File: config.mk
export PLATFORM = sky130hd
export DESIGN_NAME = puf_majority_sampler
export DESIGN_NICKNAME = d
export VERILOG_FILES = /design/src/rtl/puf_majority_sampler.sv
export SDC_FILE = /design/constraint.sdc
export NUM_CORES = 1
export LEC_CHECK = 0
export CAP_MARGIN = 10
export CORE_MARGIN = 2
export CORE_UTILIZATION = 55
export CTS_CLUSTER_DIAMETER = 80
export CTS_CLUSTER_SIZE = 14
export DETAILED_ROUTE_END_ITERATION = 7
export PLACE_DENSITY = 0.82
export SLEW_MARGIN = 0
export SYNTH_ARGS = -nofsm -noshare
export SYNTH_HDL_FRONTEND = slang
export SYNTH_SLANG_ARGS = --single-unit
File: constraint.sdc
create_clock -name clk -period 8.8 [get_ports clk]
set_clock_uncertainty 0.2 [all_clocks]
set_input_delay 1.76 -clock clk [delete_from_list [all_inputs] [get_ports clk]]
set_output_delay 1.76 -clock clk [all_outputs]
set_load 0.01 [all_outputs]
File: src/rtl/puf_majority_sampler.sv
// rtl/puf_majority_sampler.sv - N-read majority-vote sequencer for a memristive PUF core
module puf_majority_sampler #(
  parameter int N_CHAL        = 8,
  parameter int N_RESP        = 8,
  parameter int NUM_READS     = 5,
  parameter int RESET_CYCLES  = 2,
  parameter int SETTLE_CYCLES = 20,
  localparam int CNT_W        = $clog2(NUM_READS + 1),
  localparam int UC_W         = $clog2(N_RESP + 1)
) (
  input  logic              clk,
  input  logic              rst_n,
  input  logic              chal_valid,
  output logic              chal_ready,
  input  logic [N_CHAL-1:0] chal,
  output logic              core_rst_n,
  output logic              core_vin_valid,
  output logic [N_CHAL-1:0] core_C,
  input  logic [N_RESP-1:0] core_R,
  output logic              resp_valid,
  input  logic              resp_ready,
  output logic [N_RESP-1:0] resp,
  output logic [N_RESP-1:0] unstable_mask,
  output logic [UC_W-1:0]   unstable_cnt,
  output logic              busy
);

  localparam logic [2:0] IDLE   = 3'd0;
  localparam logic [2:0] CRST   = 3'd1;
  localparam logic [2:0] SETTLE = 3'd2;
  localparam logic [2:0] SAMPLE = 3'd3;
  localparam logic [2:0] EVAL   = 3'd4;
  localparam logic [2:0] DONE   = 3'd5;

  localparam int TMR_MAX = (RESET_CYCLES > SETTLE_CYCLES) ? RESET_CYCLES : SETTLE_CYCLES;
  localparam int TMR_W   = $clog2(TMR_MAX + 1);

  logic [2:0]       state;
  logic [TMR_W-1:0] tmr;
  logic [CNT_W-1:0] read_idx;
  logic [CNT_W-1:0] ones [N_RESP];

  logic [N_RESP-1:0] vote;
  logic [N_RESP-1:0] mask_next;
  logic [UC_W-1:0]   cnt_next;

  assign chal_ready     = (state == IDLE);
  assign busy           = !chal_ready;
  // The core only sees reset released while it is settling or being sampled.
  assign core_rst_n     = (state == SETTLE) || (state == SAMPLE);
  assign core_vin_valid = (state == SETTLE);

  always_comb begin
    vote      = '0;
    mask_next = '0;
    cnt_next  = '0;
    for (int i = 0; i < N_RESP; i++) begin
      vote[i]      = (2 * int'(ones[i])) > NUM_READS;
      mask_next[i] = (ones[i] != '0) && (int'(ones[i]) != NUM_READS);
      cnt_next     = cnt_next + UC_W'(mask_next[i]);
    end
  end

  always_ff @(posedge clk or negedge rst_n) begin
    if (!rst_n) begin
      state         <= IDLE;
      tmr           <= '0;
      read_idx      <= '0;
      core_C        <= '0;
      resp_valid    <= 1'b0;
      resp          <= '0;
      unstable_mask <= '0;
      unstable_cnt  <= '0;
      for (int i = 0; i < N_RESP; i++) ones[i] <= '0;
    end else begin
      case (state)
        IDLE: begin
          if (chal_valid) begin
            core_C   <= chal;
            read_idx <= '0;
            tmr      <= '0;
            for (int i = 0; i < N_RESP; i++) ones[i] <= '0;
            state    <= CRST;
          end
        end
        CRST: begin
          if (tmr == TMR_W'(RESET_CYCLES - 1)) begin
            tmr   <= '0;
            state <= SETTLE;
          end else begin
            tmr <= tmr + 1'b1;
          end
        end
        SETTLE: begin
          if (tmr == TMR_W'(SETTLE_CYCLES - 1)) begin
            tmr   <= '0;
            state <= SAMPLE;
          end else begin
            tmr <= tmr + 1'b1;
          end
        end
        SAMPLE: begin
          for (int i = 0; i < N_RESP; i++) ones[i] <= ones[i] + CNT_W'(core_R[i]);
          read_idx <= read_idx + 1'b1;
          state    <= (int'(read_idx) + 1 < NUM_READS) ? CRST : EVAL;
        end
        EVAL: begin
          resp          <= vote;
          unstable_mask <= mask_next;
          unstable_cnt  <= cnt_next;
          resp_valid    <= 1'b1;
          state         <= DONE;
        end
        DONE: begin
          if (resp_ready) begin
            resp_valid <= 1'b0;
            state      <= IDLE;
          end
        end
        default: state <= IDLE;
      endcase
    end
  end

endmodule

# Word level (Yosys, flattened, before mapping)
# Cells that the tools add are included.
dict set report totals {
  reg_bits 64
  in_bits 20
  out_inout_bits 33
  wordCells 105
}
dict set report classes {
  n_addsub 18
  magnitude_cmp 9
  eq_ne 19
  muxes 16
  reduce_logical 27
}
# cell count
set op_table {}
lappend op_table {{24-bit one-hot mux with 2 select lines} 1}
lappend op_table {{4-bit by 3-bit > comparator with 1-bit output, second input constant} 8}
lappend op_table {{3-bit nonzero test} 9}
lappend op_table {{3-bit by 1-bit adder with 3-bit output} 8}
lappend op_table {{24-bit two-way mux} 1}
lappend op_table {{3-bit != test, second input constant} 8}
lappend op_table {{3-bit two-way mux} 6}
lappend op_table {{3-bit one-hot mux with 6 select lines} 1}
lappend op_table {{4-bit by 1-bit adder with 4-bit output} 4}
lappend op_table {{5-bit two-way mux} 3}
lappend op_table {{5-bit one-hot mux with 3 select lines} 1}
lappend op_table {{1-bit logical AND} 8}
lappend op_table {{2-bit AND reduction} 4}
lappend op_table {{3-bit by 2-bit == test with 1-bit output, second input constant} 2}
lappend op_table {{3-bit == test, second input constant} 2}
lappend op_table {{2-bit != test, second input constant} 3}
lappend op_table {{3-bit one-hot mux with 2 select lines} 1}
lappend op_table {{5-bit by 1-bit adder with 5-bit output, second input constant} 1}
lappend op_table {{5-bit by 1-bit == test with 1-bit output, second input constant} 1}
lappend op_table {{5-bit == test, second input constant} 1}
lappend op_table {{3-bit by 1-bit adder with 4-bit output} 1}
lappend op_table {{3-bit by 1-bit adder with 4-bit output, second input constant} 1}
lappend op_table {{4-bit by 3-bit less-than comparator with 1-bit output, second input constant} 1}
lappend op_table {{4-bit AND reduction} 1}
lappend op_table {{other kinds (11)} 12}

# Longest topological paths before layout
# Gate-level depths: netlist (run 1).
dict set report depth {
  depth_word 9
  depth_mapped 11
}

# Worst setup path before layout (run 1)
# No wires, ideal clock.
dict set report synth_path {
  kind {register -> register}
  startpoint {register ones[18] (netlist bit)}
  endpoint {register unstable_cnt[2]}
  setup_ns 0.083
  t_arrival_ns 3.052
  required_ns 8.517
  setup_slack_ns 5.465
  stages_incl_launch_ff 12
  path_buffers 0
  period_less_slack_ns 3.335
  path_cell_list {dfrtp_1 xor2_1 nor2_1 fa_1 fa_1 inv_1 fa_1 ha_1 inv_1 fa_1 xor2_1 o21ai_0}
}
dict set report synth_via {
  elab_chain_cells 9
}
# element line
set synth_lines {}
lappend synth_lines {{from (decl)} 41} ;# logic [CNT_W-1:0] ones [N_RESP];
lappend synth_lines {{3-bit != test or 3-bit nonzero test (tied branches)} 59} ;# mask_next[i] = (ones[i] != '0) && (int'(ones[i]) != NUM_READS);
lappend synth_lines {{1-bit logical AND *} 59}
lappend synth_lines {{1-bit by 1-bit adder with 2-bit output *} 60} ;# cnt_next = cnt_next + UC_W'(mask_next[i]);
lappend synth_lines {{2-bit by 1-bit adder with 3-bit output *} 60}
lappend synth_lines {{3-bit by 1-bit adder with 4-bit output *} 60}
lappend synth_lines {{4-bit by 1-bit adder with 4-bit output * (4 in series)} 60}
lappend synth_lines {{to (signal assigned)} 110} ;# unstable_cnt <= cnt_next;
lappend synth_lines {{to (decl)} 24} ;# output logic [UC_W-1:0] unstable_cnt,
# Mark *: on every way between the ends. The rest lies on a longest branch, timed or not.
# A chain may end at the register's enable or synchronous reset.

# Worst setup path in the final report (run 1)
dict set report layout_path {
  startpoint {register state[2]}
  endpoint {output chal_ready}
}
dict set report layout_via {
  elab_chain_cells 1
}
# element line
set layout_lines {}
lappend layout_lines {{from (decl)} 38} ;# logic [2:0] state;
lappend layout_lines {{from (signal assigned)} 105} ;# state <= (int'(read_idx) + 1 < NUM_READS) ? CRST : EVAL;
lappend layout_lines {{3-bit zero test} 47} ;# assign chal_ready = (state == IDLE);
lappend layout_lines {{to (decl)} 14} ;# output logic chal_ready,
# No other way between the ends.

==> flow_summary.toml, run 1 <==
[timing]
finalCritPeriodShare = 0.441
fmax_ghz = 0.257
worst_pin_slew_ns = 0.976
fin_setup_tns_ns = 0
hold_viol_final = 0
finalWorstSetupSlack_ns = 4.92
slew_headroom = 0.350
finalCriticalPeriod_ns = 3.88
drv_slew = 0
setup_viol = 0
rsz0062_at_grt = "no"

[grt]
grt_use_met1 = 0.271
grt_pass1_vias = 2240
antenna_found_initial = 0
grt_pass1_wl_um = 10200
grt_max_degree = 65
top_usage_layer = "met2"
grt.total_usage = 0.208
grt.met2_usage = 0.323
grt_overflow = 0
met3_usage = 0.0611

[synth]
ys_async_sr_fraction = 1.00
synth_ff_type = "dfrtp_1"
syn_inst = 327
netlist_top_cells_area = "dfrtp_1 (49%), ha_1 (8.9%), nand2_1 (8.6%)"
yosysSeqAreaShare = 0.493
synth.top_cell.area_share = 0.493
syn_nets = 374
syn_avg_cell_area_sq_um = 9.93
yosysTopAreaCell = "dfrtp_1"
syn-cell-area_sq_mm = 0.00325
ys_ff_latch = 64
synth_edf_count = 0
yosysWarningCount = 0
synth_cell_type_count = 40

[layout]
layout-drive-gt1-share = 0.0890
design_area_sq_mm = 0.00399
fin_util = 0.711
nNetsFinal = 425
syn_to_final_growth_pct = 22.8
antenna_cells = 0
layout_common_cells = "nand2_1 (74), dfrtp_1 (64), o21ai_0 (54)"
layout_commonest_cell = "nand2_1"

[power_and_ir_drop]
ir_drop_mv = 0.210
power.total_mw = 1.25
cellPowerDensity_mw_per_mm2 = 314
p_leak_nw = 1.87

[floorplanning]
rows = 27
core_sq_mm = 0.00561
dieWidth_um = 80.9
die_h_um = 80.9
start_util = 0.579
die_area_sq_mm = 0.00654
io_pins = 53

[clock_network]
cts.hold.buffers_added = 0
cts_tree = "built"
clock_path_buffers = 2
cts_root_buf = "clkbuf_8"
worst_skew_pair.late_latency_ns = 0.35
cts-resized-gates = 0
clkTransAtPathRegs_ns = 0.07
clock_sink_count = 64
cts_setup_buffers = 0
numCtsBuffers = 9
htree_levels = 3

[drt]
routed_wl_um = 5990
drc_errors = 0
vias_per_cell = 5.27
vias = 2392
drt_first_pass_iters = 4
post_drt_wl_per_cell_um = 13.2
ant_nets = 0
first_iter_violations = 129

[critical_path]
worstSetupEndpointType = "primary output"
r2r_start = "ones[21]"
crit_fanout = 15
critPathLaunchType = "flip-flop"
critPathKind = "flip-flop to primary output"
crit_end = "chal_ready"
crit_arrival_ns = 1.92
reg2reg_depth = 11
reg2reg_to = "unstable_cnt[2]"
cp.required_ns = 6.84
crit_start = "state[2]"
r2r_slack_ns = 5.20

[placed_design]
hpwl_um = 4140
portBuffers = 52
placed_area_sq_mm = 0.00380
gp_congestion = 0.786
pre_cts_ws_ns = 5.18

[flow_run]
drv_cap = 0

[status]
status = "complete, no violations"

[hold_path]
hold_class = "flip-flop to flip-flop"
==> area by class of cell <==
cell class	instances	area (sq um)
Multi-Input combinational cell	240	1550
Inverter	9	33.8
Clock inverter	4	45.0
Tap cell	72	90.1
Timing Repair Buffer	54	531
Fill cell	436	1620
Clock buffer	11	141
Sequential cell	64	1600
==> cell usage after synthesis (4+ instances only) <==
cell / number
clkbuf_1: 5
o21ai_0: 54
dfrtp_1: 64
nand2_1: 74
nand2b_1: 5
fa_1: 4
inv_1: 9
mux2_2: 9
ha_1: 23
a21oi_1: 11
nor2_1: 18
xor2_1: 7
buf_2: 8
xnor2_1: 4
==> state kept, by name, summed over array words and instances (netlist names) <==
signal and count:
ones 24, resp 8, state 3, tmr 5, core_C 8, read_idx 3, resp_valid 1, unstable_mask 8
unstable_cnt 4
==> critical path, stage by stage (launching register included) <==
cell and delay (ns):
dfrtp_1 0.54, or3_1 0.44, inv_1 0.06, clkdlybuf4s50_1 0.53
==> worst min path at each step <==
stage               depth (start not counted)               end  slack (ns)              from
floorplan                                   1          ones[20]        0.28          ones[20]
global placement                            2           resp[3]        0.26           resp[3]
detailed placement                          2        resp_valid        0.27        resp_valid
CTS                                         2        resp_valid        0.28        resp_valid
global route                                2   unstable_cnt[0]        0.31   unstable_cnt[0]
finish                                      2  unstable_mask[3]        0.28  unstable_mask[3]
==> cells by family after synthesis <==
family | share of synthesized area
AOI/OAI and AO/OA | 0.124
muxes | 0.0412
adders and majority gates | 0.113
and+or+nand+nor | 0.168
DFF | 0.493
xor gates and xnor gates | 0.0297
buffers and inverters | 0.0308
==> power by group <==
part / total [mW] / switching [mW] / internal (mW) / leakage, nW
Clock: 0.243 / 0.107 / 0.135 / 0.0989
Combinational: 0.538 / 0.263 / 0.275 / 0.923
Sequential: 0.473 / 0.0855 / 0.388 / 0.847
Total: 1.25 / 0.456 / 0.799 / 1.87
==> metrics by stage <==
| stage | hold WS [ns] | cells |
|---|---|---|
| global placement | 0.260 | 439 |
| floorplan | 0.277 | 327 |
| CTS | 0.282 | 454 |
| detailed placement | 0.266 | 439 |
| finish | 0.280 | 454 |
| global route | 0.310 | 454 |
==> layer usage <==
| metal | up-vias | part of all wire |
|---|---|---|
| met3 | 12 | 0.050 |
| met2 | 53 | 0.46 |
| li1 | 1210 | - |
| met4 | 0 | 0.017 |
| met1 | 1117 | 0.48 |
| met5 | - | 0 |
No activity file was read; power rests on OpenSTA's default activity.
==> inputs of run 2 (changes only) <==
--- a/config.mk
+++ b/config.mk
@@ -7,11 +7,11 @@
 export LEC_CHECK = 0
 export CAP_MARGIN = 10
 export CORE_MARGIN = 2
-export CORE_UTILIZATION = 55
+export CORE_UTILIZATION = 53
 export CTS_CLUSTER_DIAMETER = 80
 export CTS_CLUSTER_SIZE = 14
 export DETAILED_ROUTE_END_ITERATION = 7
-export PLACE_DENSITY = 0.82
+export PLACE_DENSITY = 0.79
 export SLEW_MARGIN = 0
 export SYNTH_ARGS = -nofsm -noshare
 export SYNTH_HDL_FRONTEND = slang
==> constraint.sdc (replaced) <==
create_clock -name clk -period 3.83 [get_ports clk]
set_clock_uncertainty 0.2 [all_clocks]
set_input_delay 0.766 -clock clk [delete_from_list [all_inputs] [get_ports clk]]
set_output_delay 0.766 -clock clk [all_outputs]
set_load 0.01 [all_outputs]
==> flow_summary.toml, run 2 (synthesis gave the netlist of run 1 again) <==
[layout]
layout-drive-gt1-share = 0.101
nNetsFinal = 428
top_register = "ones"
layout_commonest_cell = "nand2_1"
largest_reg_flops = 24
fin_cells = 461
antenna_cells = 0
syn_to_final_growth_pct = 24.2
layout_common_cells = "nand2_1 (74), dfrtp_1 (64), o21ai_0 (54)"

[timing]
finalCriticalPeriod_ns = 3.55
fmax_ghz = 0.282
finalCritPeriodShare = 0.926
rsz0062_at_grt = "no"
fin_setup_tns_ns = 0
drv_slew = 0
hold_viol_final = 0
worst_pin_slew_ns = 0.871
slew_headroom = 0.418
setup_viol = 0

[drt]
wl_met2_um = 3130
post_drt_wl_per_cell_um = 13.8
routed_wl_um = 6360
first_iter_violations = 125
vias_per_cell = 5.36
dr.max_layer_used = "met4"
drt_first_pass_iters = 4
wl_met1_um = 2930
wl_met3_um = 243
ant_nets = 0
drc_errors = 0
vias = 2471

[critical_path]
critPathMostFrequentCell = "fa_1"
path_delay_family = "adder cells"
critPathKind = "flip-flop to flip-flop"
reg2reg_depth = 11
slowest_delay_ns = 0.55
slowest_stage = "fa_1"
cp.required_ns = 3.80
r2r_start = "ones[18]"
critPathLaunchType = "flip-flop"
crit_arrival_ns = 3.52
reg2reg_to = "unstable_cnt[2]"
r2r_slack_ns = 0.28
crit_buf_inv = 2
crit_chain = "xor2_1 > nor2_1 > fa_1 > fa_1 > inv_1 > fa_1 > ha_1 > inv_1 > fa_1 > xor2_1 > o21ai_0"
crit_fanout = 4
worstSetupEndpointType = "flip-flop"

[grt]
grt_max_degree = 35
antenna_found_initial = 0
grt.total_usage = 0.216
grt_pass1_wl_um = 11000
grt_overflow = 0
grt_pass1_vias = 2385

[hold_path]
worstHoldStart = "unstable_cnt[2]"
hold_depth = 2
hold_class = "flip-flop to flip-flop"
min_to = "unstable_cnt[2]"

[clock_network]
worst_skew_pair.late_latency_ns = 0.32
cts_root_buf = "clkbuf_8"
numCtsBuffers = 9
cts.hold.buffers_added = 0
cts_setup_buffers = 0
clock_sink_count = 64
cts_tree = "built"
clkTransAtPathRegs_ns = 0.07
htree_levels = 3
cts-resized-gates = 0
clock_path_buffers = 2

[placed_design]
post-place-cells = 445
gp_congestion = 0.797
portBuffers = 52
hpwl_um = 4600

[flow_run]
drv_cap = 0

[power_and_ir_drop]
cellPowerDensity_mw_per_mm2 = 730
p_leak_nw = 1.89
ir_drop_mv = 0.404

[floorplanning]
die_h_um = 82.3
core_sq_mm = 0.00592
start_util = 0.549
dieWidth_um = 82.3
die_area_sq_mm = 0.00677
rows = 28
io_pins = 53

[status]
status = "complete, no violations"
[run 2: cell count changes in the layout (fill, tap and decap cells not counted), sizes merged]
cell / previous run / this run
buf: 3 / 6
clkinvlp: 0 / 2
clkinv: 3 / 2
[run 2: worst max path at each step]
stage / start / end / slack, ns / cells after the start
global placement: ones[23] / unstable_cnt[2] / 0.41 / 11
detailed placement: ones[18] / unstable_cnt[2] / 0.27 / 11
global route: ones[18] / unstable_cnt[2] / 0.07 / 11
CTS: ones[18] / unstable_cnt[2] / 0.27 / 11
floorplan: ones[18] / unstable_cnt[2] / 0.49 / 11
finish: ones[18] / unstable_cnt[2] / 0.28 / 11
[run 2: through the flow]
stage          cell area, sq um  hold slack, ns  worst slack (ns)  total power, mW   util
2_1_floorplan              3250           0.270             0.495             1.83      -
5_1_grt                    4040           0.324            0.0737             3.21  0.682
3_5_place_dp               3830           0.266             0.271             2.39  0.647
6_report                   4040           0.279             0.284             2.94  0.682
4_1_cts                    4040           0.285             0.268             2.98  0.682
3_3_place_gp               3830           0.259             0.410             2.31  0.647
[run 2: layer usage]
| layer | GRT usage | vias up |
|---|---|---|
| met5 | 0 | - |
| met4 | 0.0650 | 0 |
| met3 | 0.0609 | 6 |
| met2 | 0.357 | 64 |
| met1 | 0.276 | 1186 |
| li1 | - | 1215 |
[run 2: cell type report]
type | instances | area (sq um)
sequential | 64 | 1600
multi-input combinational | 240 | 1550
tap | 75 | 93.8
timing repair buffer | 57 | 553
fill | 467 | 1890
clock buffer | 11 | 151
inverter | 9 | 33.8
clock inverter | 5 | 55.1
[run 2: power breakdown]
group          internal, mW  switching, mW
sequential            0.890          0.198
combinational         0.643          0.624
clock                 0.334          0.255
total                  1.87           1.08
[run 2: worst reg2reg max path, cell delays in order (launching register included)]
cell and delay [ns]:
dfrtp_1 0.42, xor2_1 0.17, nor2_1 0.18, fa_1 0.48, fa_1 0.55, inv_1 0.06
fa_1 0.51, ha_1 0.16, inv_1 0.05, fa_1 0.38, xor2_1 0.15, o21ai_0 0.08
